===== config.mk =====
export PLATFORM = sky130hd
export DESIGN_NAME = upsample_stuffer
export DESIGN_NICKNAME = d
export VERILOG_FILES = /design/src/rtl/upsample_stuffer.sv
export SDC_FILE = /design/constraint.sdc
export NUM_CORES = 1
export LEC_CHECK = 0
export CORE_MARGIN = 1.5
export CORE_UTILIZATION = 45
export CTS_BUF_LIST = sky130_fd_sc_hd__clkbuf_8
export DETAILED_ROUTE_END_ITERATION = 12
export PLACE_DENSITY = 0.73
export SLEW_MARGIN = 30
export SYNTH_ARGS = -nofsm -noshare
export SYNTH_HDL_FRONTEND = slang
export SYNTH_SLANG_ARGS = --single-unit

===== constraint.sdc =====
create_clock -name CLK -period 4.3 [get_ports CLK]
set_input_delay 0.645 -clock CLK [delete_from_list [all_inputs] [get_ports CLK]]
set_output_delay 0.645 -clock CLK [all_outputs]
set_load 0.005 [all_outputs]

===== src/rtl/upsample_stuffer.sv =====
// Zero-stuffing upsampler: buffers base-rate samples in a small FIFO and emits
// each one followed by L-1 zeros over a valid/ready output handshake.
module upsample_stuffer #(
  parameter int DATA_W = 16,
  parameter int L      = 2,
  parameter int DEPTH  = 4
) (
  input  logic                       CLK,
  input  logic                       RST,
  input  logic                       LOCKED,
  input  logic [DATA_W-1:0]          IN_DATA,
  input  logic                       IN_VALID,
  output logic                       IN_READY,
  output logic [DATA_W-1:0]          OUT_DATA,
  output logic                       OUT_VALID,
  input  logic                       OUT_READY,
  output logic [$clog2(DEPTH):0]     LEVEL
);

  localparam int AW  = $clog2(DEPTH);
  localparam int LW  = AW + 1;
  localparam int PHW = $clog2(L);
  localparam logic [PHW-1:0] PH_LAST = PHW'(L - 1);
  localparam logic [LW-1:0]  FULL_LVL = LW'(DEPTH);

  typedef enum logic {IDLE, EMIT} state_t;

  state_t              state_q, state_d;
  logic [PHW-1:0]      ph_q, ph_d;
  logic [LW-1:0]       level_q, level_d;
  logic [AW-1:0]       wr_ptr_q, wr_ptr_d;
  logic [AW-1:0]       rd_ptr_q, rd_ptr_d;
  logic [DATA_W-1:0]   out_data_q, out_data_d;
  logic [DATA_W-1:0]   mem [DEPTH];
  logic                push;
  logic                pop;
  logic                flush;

  // Loss of lock behaves like a reset of everything except FIFO storage.
  assign flush    = RST || !LOCKED;
  assign IN_READY = !flush && (level_q != FULL_LVL);
  assign push     = IN_VALID && IN_READY;

  assign OUT_VALID = (state_q == EMIT);
  assign OUT_DATA  = out_data_q;
  assign LEVEL     = level_q;

  always_comb begin
    state_d    = state_q;
    ph_d       = ph_q;
    out_data_d = out_data_q;
    pop        = 1'b0;
    case (state_q)
      IDLE: begin
        if (level_q != '0) begin
          pop        = 1'b1;
          out_data_d = mem[rd_ptr_q];
          ph_d       = '0;
          state_d    = EMIT;
        end
      end
      EMIT: begin
        if (OUT_READY) begin
          if (ph_q != PH_LAST) begin
            ph_d       = ph_q + PHW'(1);
            out_data_d = '0;
          end else if (level_q != '0) begin
            // Chain straight into the next sample so the stream has no bubble.
            pop        = 1'b1;
            out_data_d = mem[rd_ptr_q];
            ph_d       = '0;
          end else begin
            out_data_d = '0;
            ph_d       = '0;
            state_d    = IDLE;
          end
        end
      end
      default: begin
        state_d    = IDLE;
        ph_d       = '0;
        out_data_d = '0;
      end
    endcase
  end

  always_comb begin
    wr_ptr_d = push ? wr_ptr_q + AW'(1) : wr_ptr_q;
    rd_ptr_d = pop  ? rd_ptr_q + AW'(1) : rd_ptr_q;
    level_d  = level_q + LW'(push) - LW'(pop);
  end

  always_ff @(posedge CLK) begin
    if (flush) begin
      state_q    <= IDLE;
      ph_q       <= '0;
      level_q    <= '0;
      wr_ptr_q   <= '0;
      rd_ptr_q   <= '0;
      out_data_q <= '0;
    end else begin
      state_q    <= state_d;
      ph_q       <= ph_d;
      level_q    <= level_d;
      wr_ptr_q   <= wr_ptr_d;
      rd_ptr_q   <= rd_ptr_d;
      out_data_q <= out_data_d;
    end
  end

  always_ff @(posedge CLK) begin
    if (push) begin
      mem[wr_ptr_q] <= IN_DATA;
    end
  end

endmodule

==> out/summary.txt <==
Yosys warning count: 0
Share of the yosys chip area belonging to registers: 0.710
Port bufs: 41
Row count: 31
# H-tree levels: 3
Max cap viols: 0
Leak: 1.33 nW
Power per cell area: 505 nW/um^2
WL/cell: 17.8 um
1st-pass router iterations: 4
Fill count: 587
Cell Area, Placed: 3940 um^2
Post-synth EDFFs: 64
N_diodes: 0
Count of final max-slew check failures: 0
Most frequent cells after synthesis: edfxtp_1 (64), dfxtp_1 (27), a32o_1 (17)
CTS Hold Bufs: 0
Placed Instances: 313
Crit path required time: 4530 ps
Yosys cell types: 34
VDD IR-drop max: 188 uV
Fin Setup TNS: 0 ps
CP endpoint kind: register
Clk_lat worst skew: 350 ps
Hpwl dp: 3.57 mm
Grt ovf: 0
Initial Util: 0.470
Antenna Nets Post-Route: 0
Most area-hungry cell type in the Yosys netlist: edfxtp_1
Syn Std Cell Area: 3470 um^2
Post-Syn Nets: 210
Max clock buf depth: 2
Normalized max-slew margin: 0.492
Core outline area: 7370 um^2
Nets: 253
CTS buffer count: 9
Critical-path cell list: clkdlybuf4s50_1 > nor2b_1 > buf_4 > and3_1 > inv_1 > ha_1 > inv_1 > ha_1 > fa_1 > xnor2_1 > xnor2_1 > nor2_1
Clk_skew: 7.22 ps
Initial antenna violation count: 0
Largest net degree at the start of global routing: 23
FMAX: 343 MHz
Final cycle utilization of the critical path: 0.679
Slowest CP cell: clkdlybuf4s50_1
Overall power: 0.00208 W
Hold Path Class: reg -> reg
Final setup viols: 0
Async S/R FF share, synth: 0
Post-CTS resize count: 0
Drt drc: 0
Clock transition at path regs: 80 ps
Synth Flop Type: edfxtp_1
Die area: 8240 um^2
Syn Area/Cell: 19.0 um^2
Synth Instances: 182
Via Count: 1,760
Worst Setup Path Type: in -> reg
Worst-Margin Slew: 761 ps
Clock Sinks: 91
Crit Path Max Fanout: 22
CTS Root Cell: clkbuf_8
DR vias/cell: 5.35
IO Pins: 42
Die width: 90.8 um
DRT iter0 DRCs: 55
Area growth, synth to finish: 18.8%
WL final: 5.85 mm
Final min period: 2920 ps
First-pass GRT wire length: 9.08 mm
Startpoint types: primary input
Setup bufs post-CTS: 0
Final Non-Filler Cells: 329
RSZ-0062 raised after global routing: false
Status: finished clean
Most numerous cell in the Yosys netlist: edfxtp_1
Post-synthesis register bit count: 91
Crit path DAT: 3150 ps
Synth top area share: 0.555
GR Util All Layers: 0.151
Cell area after layout: 4120 um^2
Final GP Congestion: 0.687
Slowest stage delay, CP: 470 ps
Vias in the first global route: 1,767
Synth area leaders: edfxtp_1 (55%), dfxtp_1 (16%), mux4_2 (6.5%)
Area of the multi-input gates: 903 um^2
FF/Latch Area: 2460 um^2
Die Ht: 90.8 um
CTS tree: done
Share of layout cells above drive strength 1: 0.165
Hold Fails Final Rpt: 0
[worst max-delay path: cells and delay by family]
kind / cells / cell delay, ps
XOR/XNOR: 2 / 300
buffers and inverters: 4 / 850
adder cells (fa/ha/maj): 3 / 840
AND/OR/NAND/NOR: 3 / 510
[stage by stage]
step	util	hold slack [ps]	setup slack (ps)
after floorplan	-	453	1840
after global placement	0.533	468	1040
after detailed placement	0.534	488	981
after CTS	0.559	505	1350
after global routing	0.559	519	1200
final	0.559	498	1380
[final timing paths]
path	start	end	slack, ps	cells after the start
setup reg to reg	OUT_VALID$_SDFF_PP0_	LEVEL[2]$_SDFF_PP0_	1870	9
setup / recovery	LOCKED	LEVEL[2]$_SDFF_PP0_	1380	12
hold reg to reg	OUT_DATA[14]$_SDFFE_PP0P_	OUT_DATA[14]$_SDFFE_PP0P_	500	1
hold / removal	OUT_DATA[14]$_SDFFE_PP0P_	OUT_DATA[14]$_SDFFE_PP0P_	500	1
[report_power, final]
| part | internal [W] | switching [W] | total (W) |
|---|---|---|---|
| Combinational | 0.000259 | 0.000225 | 0.000484 |
| Clock | 0.000230 | 0.000299 | 0.000529 |
| Sequential | 0.00100 | 0.0000668 | 0.00107 |
| Total | 0.00149 | 0.000591 | 0.00208 |
[kinds of logic (layout without fill, tap and decap cells)]
logic type,Yosys count,after routing,share of synthesized area
AO/OA/AOI/OAI,23,23,0.0592
adder cells (fa/ha/maj),7,7,0.0274
multiplexers,19,19,0.124
buffers and inverters,17,65,0.0307
AND/OR/NAND/NOR,23,23,0.0430
XOR/XNOR,2,2,0.00506
flip-flops,91,91,0.710
[layout by cell type (no fill, tap or decap), drive strengths merged]
master	instances
a21oi	3
clkbuf	10
and3	1
dfxtp	27
nand2	1
nor3b	1
o21ai	1
nand2b	1
clkinv	2
edfxtp	64
nor3	2
o31ai	1
ha	6
mux2i	2
mux2	1
a21boi	1
fa	1
and2	7
inv	9
nor2	5
or3b	1
clkdlybuf4s50	41
mux4	16
or3	2
or4	1
a32o	17
nor2b	1
buf	1
xnor2	2
clkinvlp	2
[registers in the layout (all words and copies together), names as in the netlist, named ones only]
signal     cells
mem           64
OUT_DATA      16
LEVEL          3
wr_ptr_q       2
OUT_VALID      1
ph_q           1
rd_ptr_q       2
[layout make-up]
cell class,instances,share of cell area
clock inverter,6,0.0112
clock buffer,10,0.0334
tap,99,0.0301
timing repair buffer,42,0.101
inverter,7,0.00638
sequential,91,0.598
multi-input combinational,74,0.219
[routing by layer]
metal  up-vias  global-route usage  routed length, um
li1        817                   -                  -
met1       896               0.176               2420
met2        38               0.261               3130
met3         9              0.0311                193
met4         0              0.0820                114
met5         -                   0                  0
Power figures use the tool's default switching activity.
